<file path="config.mk">
export PLATFORM = sky130hd
export DESIGN_NAME = sr_sipo_4bit_rx_flat
export DESIGN_NICKNAME = d
export VERILOG_FILES = /design/src/rtl/sr_sipo_4bit_rx_if.sv /design/src/rtl/sr_sipo_4bit_rx.sv /design/src/flat_wrapper.sv
export SDC_FILE = /design/constraint.sdc
export NUM_CORES = 1
export LEC_CHECK = 0
export BUFFER_PORTS_ARGS = -buffer_cell sky130_fd_sc_hd__buf_2
export CORE_MARGIN = 2
export CORE_UTILIZATION = 40
export CTS_CLUSTER_DIAMETER = 120
export DETAILED_ROUTE_END_ITERATION = 6
export HOLD_SLACK_MARGIN = 0.12
export PLACE_DENSITY_LB_ADDON = 0.25
export SETUP_SLACK_MARGIN = 0.15
export SYNTH_ARGS = -nofsm -noshare
export SYNTH_HDL_FRONTEND = slang
export SYNTH_SLANG_ARGS = --single-unit
</file>
<file path="constraint.sdc">
create_clock -name clk -period 1.25 [get_ports clk]
set_input_delay 0.125 -clock clk [delete_from_list [all_inputs] [get_ports clk]]
set_output_delay 0.125 -clock clk [all_outputs]
set_load 0.05 [all_outputs]
</file>
<file path="src/rtl/sr_sipo_4bit_rx_if.sv">
// Serial receive link bundle: bit stream and control in, assembled word and status out.
interface sr_sipo_4bit_rx_if #(
  parameter int unsigned WIDTH = 4
) ();
  localparam int unsigned CW = $clog2(WIDTH);

  logic             sin;
  logic             sin_en;
  logic             sync;
  logic             dout_ack;
  logic [WIDTH-1:0] dout;
  logic             dout_valid;
  logic             busy;
  logic             overrun;
  logic [CW-1:0]    bit_cnt;

  modport master (
    output sin, sin_en, sync, dout_ack,
    input  dout, dout_valid, busy, overrun, bit_cnt
  );

  modport slave (
    input  sin, sin_en, sync, dout_ack,
    output dout, dout_valid, busy, overrun, bit_cnt
  );
endinterface

</file>
<file path="src/rtl/sr_sipo_4bit_rx.sv">
// Serial-in/parallel-out deserializer, MSB first, with a valid/ack holding register,
// sticky overrun flag and a sync input that realigns word boundaries.
module sr_sipo_4bit_rx #(
  parameter int unsigned WIDTH = 4
) (
  input  logic              clk,
  input  logic              rst,
  sr_sipo_4bit_rx_if.slave  bus
);
  localparam int unsigned CW = $clog2(WIDTH);
  localparam logic [CW-1:0] LAST_BIT = CW'(WIDTH - 1);

  typedef enum logic {IDLE, SHIFT} state_t;

  state_t           r_state, w_state_nxt;
  logic [WIDTH-1:0] r_shreg, w_shreg_nxt;
  logic [CW-1:0]    r_bit_cnt, w_bit_cnt_nxt;
  logic [WIDTH-1:0] r_dout, w_dout_nxt;
  logic             r_valid, w_valid_nxt;
  logic             r_ovr, w_ovr_nxt;
  logic             r_busy;
  logic             w_complete;
  logic [WIDTH-1:0] w_word;

  assign w_word = {r_shreg[WIDTH-2:0], bus.sin};

  // State register and all registered outputs
  always_ff @(posedge clk or negedge rst) begin
    if (!rst) begin
      r_state   <= IDLE;
      r_shreg   <= '0;
      r_bit_cnt <= '0;
      r_dout    <= '0;
      r_valid   <= 1'b0;
      r_ovr     <= 1'b0;
      r_busy    <= 1'b0;
    end else begin
      r_state   <= w_state_nxt;
      r_shreg   <= w_shreg_nxt;
      r_bit_cnt <= w_bit_cnt_nxt;
      r_dout    <= w_dout_nxt;
      r_valid   <= w_valid_nxt;
      r_ovr     <= w_ovr_nxt;
      r_busy    <= (w_state_nxt == SHIFT);
    end
  end

  // Next-state, shift datapath and handshake
  always_comb begin
    w_state_nxt   = r_state;
    w_shreg_nxt   = r_shreg;
    w_bit_cnt_nxt = r_bit_cnt;
    w_dout_nxt    = r_dout;
    w_valid_nxt   = r_valid;
    w_ovr_nxt     = r_ovr;
    w_complete    = 1'b0;

    // sync drops the partial word; a same-cycle bit starts the next one
    if (bus.sync) begin
      w_shreg_nxt   = bus.sin_en ? WIDTH'(bus.sin) : '0;
      w_bit_cnt_nxt = bus.sin_en ? CW'(1) : '0;
      w_state_nxt   = bus.sin_en ? SHIFT : IDLE;
    end else if (bus.sin_en) begin
      unique case (r_state)
        IDLE: begin
          w_shreg_nxt   = WIDTH'(bus.sin);
          w_bit_cnt_nxt = CW'(1);
          w_state_nxt   = SHIFT;
        end
        SHIFT: begin
          if (r_bit_cnt == LAST_BIT) begin
            w_complete    = 1'b1;
            w_shreg_nxt   = '0;
            w_bit_cnt_nxt = '0;
            w_state_nxt   = IDLE;
          end else begin
            w_shreg_nxt   = w_word;
            w_bit_cnt_nxt = r_bit_cnt + CW'(1);
          end
        end
        default: begin
          w_state_nxt = IDLE;
        end
      endcase
    end

    // A completed word always lands; overrun only if the old one was neither acked nor empty
    if (w_complete) begin
      w_dout_nxt  = w_word;
      w_valid_nxt = 1'b1;
      if (r_valid && !bus.dout_ack) begin
        w_ovr_nxt = 1'b1;
      end else if (bus.dout_ack) begin
        w_ovr_nxt = 1'b0;
      end
    end else if (bus.dout_ack) begin
      w_valid_nxt = 1'b0;
      w_ovr_nxt   = 1'b0;
    end
  end

  assign bus.dout       = r_dout;
  assign bus.dout_valid = r_valid;
  assign bus.busy       = r_busy;
  assign bus.overrun    = r_ovr;
  assign bus.bit_cnt    = r_bit_cnt;
endmodule
</file>
<file path="src/flat_wrapper.sv">
// flat-port wrapper written by rule: the top's interface ports become plain ports
module sr_sipo_4bit_rx_flat 
#(
  parameter int unsigned WIDTH = 4
)
  (clk, rst, bus_sin, bus_sin_en, bus_sync, bus_dout_ack, bus_dout, bus_dout_valid, bus_busy, bus_overrun, bus_bit_cnt);
  sr_sipo_4bit_rx_if #(.WIDTH(WIDTH)) bus_i ();
  input  logic clk;
  input  logic rst;
  input wire logic [$bits(bus_i.sin)-1:0] bus_sin;
  input wire logic [$bits(bus_i.sin_en)-1:0] bus_sin_en;
  input wire logic [$bits(bus_i.sync)-1:0] bus_sync;
  input wire logic [$bits(bus_i.dout_ack)-1:0] bus_dout_ack;
  output wire logic [$bits(bus_i.dout)-1:0] bus_dout;
  output wire logic [$bits(bus_i.dout_valid)-1:0] bus_dout_valid;
  output wire logic [$bits(bus_i.busy)-1:0] bus_busy;
  output wire logic [$bits(bus_i.overrun)-1:0] bus_overrun;
  output wire logic [$bits(bus_i.bit_cnt)-1:0] bus_bit_cnt;
  assign bus_i.sin = bus_sin;
  assign bus_i.sin_en = bus_sin_en;
  assign bus_i.sync = bus_sync;
  assign bus_i.dout_ack = bus_dout_ack;
  assign bus_dout = bus_i.dout;
  assign bus_dout_valid = bus_i.dout_valid;
  assign bus_busy = bus_i.busy;
  assign bus_overrun = bus_i.overrun;
  assign bus_bit_cnt = bus_i.bit_cnt;
  sr_sipo_4bit_rx #(.WIDTH(WIDTH)) u_core (.clk(clk), .rst(rst), .bus(bus_i));
endmodule
</file>
### Word-level counts from Yosys, hierarchy flattened

Index checks and enable logic that the tools add are counted.

| storage, ports and cells | value |
|---|---|
| register bits after elaboration | 12 |
| input bits | 6 |
| output and inout bits | 9 |
| word-level logic and storage cells | 37 |

| cells by class | value |
|---|---|
| add/sub/neg operators | 1 |
| equal/unequal tests | 1 |
| multiplexer cells | 24 |
| bitwise gates (word level) | 1 |
| reductions and logical operators | 4 |

Operator list:

| cell | number |
|---|---|
| $mux W1 | 15 |
| $mux W3 | 3 |
| $mux W2 | 3 |
| $pmux W3 S2 | 1 |
| $pmux W2 S2 | 1 |
| $reduce_bool A2 Y1 | 2 |
| $add A2 B1 Y2 const B | 1 |
| $eq A2 B2 Y1 const B | 1 |
| $pmux W1 S2 | 1 |
| $logic_and A1 B1 Y1 | 1 |
| $logic_not A1 Y1 | 1 |
| $not A1 Y1 | 1 |

### Logic depth before layout (Yosys ltp)

| logic depth | value |
|---|---|
| depth after elaboration | 6 |
| mapped depth | 3 |
| mapped depth without buffers | 3 |

### Worst setup path after synthesis

Ideal clock, no wire load.

| timing | value |
|---|---|
| path kind | flip-flop to flip-flop |
| start | reg u_core.r_bit_cnt[1], in the netlist u_core.bus.bit_cnt[1] |
| end | reg u_core.r_dout[0], in the netlist u_core.bus.dout[0] |
| setup time | 0.125 ns |
| arrival | 1.380 ns |
| data required time | 1.125 ns |
| slack | -0.255 ns |
| cell stages (with the launch flop) | 4 |
| buffers on the path | 0 |
| clock period less this slack | 1.505 ns |
| path through | dfrtp_1 ha_1 nand4b_4 mux2_2 |

| on the way | value |
|---|---|
| word-level cells in the longest chain between the ends | 5 |

RTL lines:

| item | line | RTL |
|---|---|---|
| start, declared | sr_sipo_4bit_rx.sv:17 | `logic [CW-1:0] r_bit_cnt, w_bit_cnt_nxt;` |
| start signal, assigned | sr_sipo_4bit_rx.sv:40 | `r_bit_cnt <= w_bit_cnt_nxt;` |
| $eq A2 B2 Y1 | sr_sipo_4bit_rx.sv:71 | `if (r_bit_cnt == LAST_BIT) begin` |
| $mux W1 | sr_sipo_4bit_rx.sv:71 |  |
| $mux W1 | sr_sipo_4bit_rx.sv:64 | `unique case (r_state)` |
| $mux W1 | sr_sipo_4bit_rx.sv:63 | `end else if (bus.sin_en) begin` |
| $mux W1 | sr_sipo_4bit_rx.sv:59 | `if (bus.sync) begin` |
| end signal, assigned | sr_sipo_4bit_rx.sv:41 | `r_dout <= w_dout_nxt;` |
| end, declared | sr_sipo_4bit_rx.sv:18 | `logic [WIDTH-1:0] r_dout, w_dout_nxt;` |

Every way passes these cells.
A chain may end at the register's enable or synchronous reset.

### Worst setup path in the final report

| timing | value |
|---|---|
| start | reg u_core.r_bit_cnt[0], in the netlist u_core.bus.bit_cnt[0] |
| end | reg u_core.r_dout[0], in the netlist u_core.bus.dout[0] |

Same word-level chain as after synthesis.

==> results.md <==
* Minimum setup slack after placement at 0.0511 ns
* Aggregate routed wire length at slightly above 1000 um
* Highest achievable clock rate at around 850 MHz
* Final hold violation count at 0
* Category of cells accounting for the largest share of critical-path delay: flip-flops
* Mean instance size in the synthesized netlist at 12.9 um2
* Final RePlAce weighted congestion at 0.677
* Area fraction of the dominant cell type after synthesis at 56.7%
* Count of max-cap constraint violations at 0
* Average wire per standard cell at ~12 um
* Relative contribution of combinational cells to total power at between 20% and 30%
* Total number of vias at 381
* Number of nets in the layout at 74
* Root Driver: sky130_fd_sc_hd__clkbuf_4
* Num ports at 15
* Global route overflow at 0
* Primary FF master, synth: sky130_fd_sc_hd__dfrtp_1
* Seq/Total Area, Yosys at 56.7%
* Total DRC errors in the routed layout at 0
* Vias in the first global route at approximately 340
* Portion of the clock cycle consumed by the worst path in the final layout at approximately 94%
* Clock Power Share at a little under a third
* Cell count of the worst reg-to-reg path at 3
* Status: complete, no violations
* Core outline area at approximately 1300 um2
* Cell count after placement at between 60 and 70
* Total Die Area at between 1500 and 2000 um2
* Setup Crit Path Kind: reg -> reg
* Setup violations, final at 0
* Depth of the CTS H-tree at 1
* Register clock-pin slew on the reported worst setup and hold paths at about 0.080 ns
* Area delta synth->final at 45.4%
* Critical Path Start: u_core.bus.bit_cnt[0]$_DFFE_PN0P_
* Max clock buf depth at 2
* Met3 Routed Length at approximately 52 um
* Power density over the cells at roughly 1300 nW/um2
* Clock insertion delay at the later pin of the skew report at about 0.27 ns
* Kind of path behind the tightest hold check: in -> reg
* IR drop worst, VDD at around 0.67 mV
* Number of buffer and inverter stages on the critical path at 0
* RSZ-0062 raised after global routing: yes
* Critical Path Slowest Stage Cell: sky130_fd_sc_hd__dfrtp_2
* Count of synthesis-stage warnings from yosys at 0
* DRC marker count from the first detailed-route iteration at 9
* Via density per instance at between 4 and 5
* Library cell occupying the most area in the post-synthesis netlist: sky130_fd_sc_hd__dfrtp_1
* Uppermost layer routed: met3
* Syn_nets at between 40 and 50
* Internal Pwr Total at between 0.6 and 0.7 mW
* Commonest cells in the synthesized netlist: sky130_fd_sc_hd__dfrtp_1 (12), sky130_fd_sc_hd__mux2_2 (5), sky130_fd_sc_hd__nand2b_1 (4), sky130_fd_sc_hd__a21oi_1 (3)
* Starting utilization of the core area at 41.7%
* Required arrival time at the worst endpoint at approximately 1.4 ns
* Final Skew at slightly below 0.002 ns
* Filler Cells Inserted at 103
* TritonCTS Buffers at 3
* Worst-margin pin slew at 0.253 ns
* Ratio of cells with drive above 1 in the final layout at a little over 50%
* Post-synthesis sequential element count at 12
* Leak pwr at 0.391 nW
* Routed metal-1 wirelength at 452 um
* Reported net switching power at 0.281 mW
* Cell Rows at 13
* Sinks on the clock net at 12
* Post-route worst setup slack at roughly 0.075 ns
* Fraction of registers with async set or reset after synthesis at 100%
* Min Clock Period, post-route at about 1.2 ns
* Global-route total usage across every layer at between 10% and 20%
* Final count of pins violating max slew at 0
* Leading post-synthesis cells by cell area: sky130_fd_sc_hd__dfrtp_1 (57%), sky130_fd_sc_hd__mux2_2 (11%), sky130_fd_sc_hd__nand2b_1 (4.7%)
* Worst slew slack as a fraction of its limit at 83.1%
* Maximum single-stage delay on the critical path at between 0.4 and 0.5 ns
* FF-to-FF Start: u_core.bus.bit_cnt[0]$_DFFE_PN0P_
* Maximum number of pins on one net before global-route repair at 13
* Number of standard cells in the layout, taps in and fillers out at 81
* Proportion of power drawn by flip-flops and latches at between 40 and 50%
* Reg-to-reg slack, setup at between 0.07 and 0.08 ns
* Wire length of the first global-routing pass at 1550 um
* Vertical die dimension at 40.4 um
* Switch share at between 20% and 30%
* Cell with the most instances after synthesis: sky130_fd_sc_hd__dfrtp_1
* Worst R2R End: u_core.bus.dout[0]$_DFFE_PN0P_
* Number of antenna violations at the first check in global routing at 0
* Setup crit start kind: flop
* Arrival time of data at the critical path endpoint at approximately 1.3 ns
* CTS tree: built
* Max Fanout on Critical Path at 6
* Met2 WL at just over 500 um
* Synthesized netlist cell count at 41
* Number of antenna repair diodes at 0
* Ordered cell list for the critical path: ha_4 -> nand4b_4 -> mux2_4
* Synthesized area at between 500 and 600 um2
* Timing endpoint of the critical path: u_core.bus.dout[0]$_DFFE_PN0P_
* Number of library cell types mapped by synthesis at 18
* Total of buffers placed on input and output ports at 14
* CP Depth at 3
* Number of iterations in the first detailed-routing pass at 4
* Detail Route Antenna Nets at 0
* Number of synthesized flops with an enable pin at 0
* Chip Width at around 40 um
* CP endpoint kind: flop
* Hold slack final at approximately 0.23 ns
-- power by group through the flow --
stage / clock network [mW] / registers (mW) / logic, mW
2_1_floorplan: 0 / 0.525 / 0.0575
3_3_place_gp: 0 / 0.447 / 0.184
3_5_place_dp: 0 / 0.447 / 0.185
4_1_cts: 0.307 / 0.440 / 0.213
5_1_grt: 0.333 / 0.445 / 0.237
6_report: 0.302 / 0.440 / 0.221
-- per-stage QoR --
stage | instance area (um2) | setup TNS (ns) | power [mW] | util, %
after global placement | 622 | 0 | 0.631 | 49.0
after detailed placement | 622 | 0 | 0.632 | 49.0
after CTS | 748 | 0 | 0.960 | 59.0
after global routing | 769 | 0 | 1.01 | 60.7
final | 769 | 0 | 0.963 | 60.7
after floorplan | 546 | -0.218 | 0.582 | -
-- tightest hold or removal path: cells and delay by family --
family / cells / cell delay, ns
simple gates: 1 / 0.10
buf+inv: 1 / 0.17
compound gates: 1 / 0.06
-- how the worst min path moves through the flow --
stage | from | cells after the start | endpoint | slack, ns
4_1_cts | bus_sin_en | 3 | u_core.bus.bit_cnt[1]$_DFFE_PN0P_ | 0.22
3_5_place_dp | rst | 1 | u_core.bus.dout[3]$_DFFE_PN0P_ | 0.01
2_1_floorplan | rst | 0 | u_core.bus.bit_cnt[0]$_DFFE_PN0P_ | -0.17
3_3_place_gp | rst | 1 | u_core.bus.overrun$_DFF_PN0_ | 0.02
5_1_grt | bus_sin_en | 3 | u_core.bus.bit_cnt[1]$_DFFE_PN0P_ | 0.24
6_report | bus_sin_en | 3 | u_core.bus.bit_cnt[1]$_DFFE_PN0P_ | 0.23
-- sequential cells by signal (all words and copies together) (netlist names) --
name	cells
u_core.bus.dout	4
u_core.r_shreg	3
u_core.bus.dout_valid	1
u_core.bus.bit_cnt	2
u_core.bus.overrun	1
u_core.r_state	1
-- cells by family (layout without fill, tap and decap cells) --
family          count (synthesis)  count (layout)  share of synthesized area [%]
simple gates                   14              14                           20.1
flops                          12              12                           56.7
compound gates                  6               6                           7.09
mux                             5               5                           10.6
buf+inv                         3              28                           3.07
fa+ha+maj                       1               1                           2.36
-- per-layer routing --
layer,up-vias,global-route usage [%]
met2,12,21.8
met3,0,5.00
met4,0,7.50
li1,196,-
met1,173,20.9
met5,-,0
-- cells in the final DEF (no fill, tap or decap) --
cell | netlist | layout
sky130_fd_sc_hd__ha_4 | 0 | 1
sky130_fd_sc_hd__a21oi_2 | 0 | 1
sky130_fd_sc_hd__nand4b_1 | 2 | 2
sky130_fd_sc_hd__nor2b_1 | 2 | 2
sky130_fd_sc_hd__inv_1 | 1 | 1
sky130_fd_sc_hd__nor3b_1 | 1 | 1
sky130_fd_sc_hd__dlygate4sd3_1 | 0 | 5
sky130_fd_sc_hd__o21a_1 | 1 | 1
sky130_fd_sc_hd__a31o_2 | 1 | 1
sky130_fd_sc_hd__o22ai_1 | 1 | 1
sky130_fd_sc_hd__nand3b_1 | 1 | 1
sky130_fd_sc_hd__nand2_1 | 2 | 2
sky130_fd_sc_hd__dfrtp_1 | 12 | 9
sky130_fd_sc_hd__buf_6 | 0 | 2
sky130_fd_sc_hd__buf_2 | 1 | 12
sky130_fd_sc_hd__nand2b_1 | 4 | 4
sky130_fd_sc_hd__clkbuf_8 | 0 | 1
sky130_fd_sc_hd__mux2_4 | 0 | 4
sky130_fd_sc_hd__clkbuf_4 | 1 | 3
sky130_fd_sc_hd__buf_4 | 0 | 4
sky130_fd_sc_hd__dfrtp_2 | 0 | 3
sky130_fd_sc_hd__nand3_1 | 1 | 1
sky130_fd_sc_hd__mux2_2 | 5 | 1
sky130_fd_sc_hd__a21oi_1 | 3 | 2
sky130_fd_sc_hd__nand4b_4 | 1 | 1
-- final cells by class --
| type | instances | area [um2] | share of cell area (%) |
|---|---|---|---|
| clock buffers | 4 | 36.3 | 4.72 |
| inverters | 1 | 3.75 | 0.488 |
| multi-input cells | 26 | 244 | 31.7 |
| flip-flops and latches | 12 | 304 | 39.5 |
| well taps | 15 | 18.8 | 2.44 |
| repair buffers | 23 | 163 | 21.1 |
-- repair_timing --
item / CTS / global route
buffers inserted: 3 / 1
endpoints found under the setup margin: 5 / 9
hold buffers: 5 / 0
resized for setup: 5 / 5
endpoints found under the hold margin: 16 / 0
pin swaps: 0 / 1
Power figures use the tool's default switching activity.
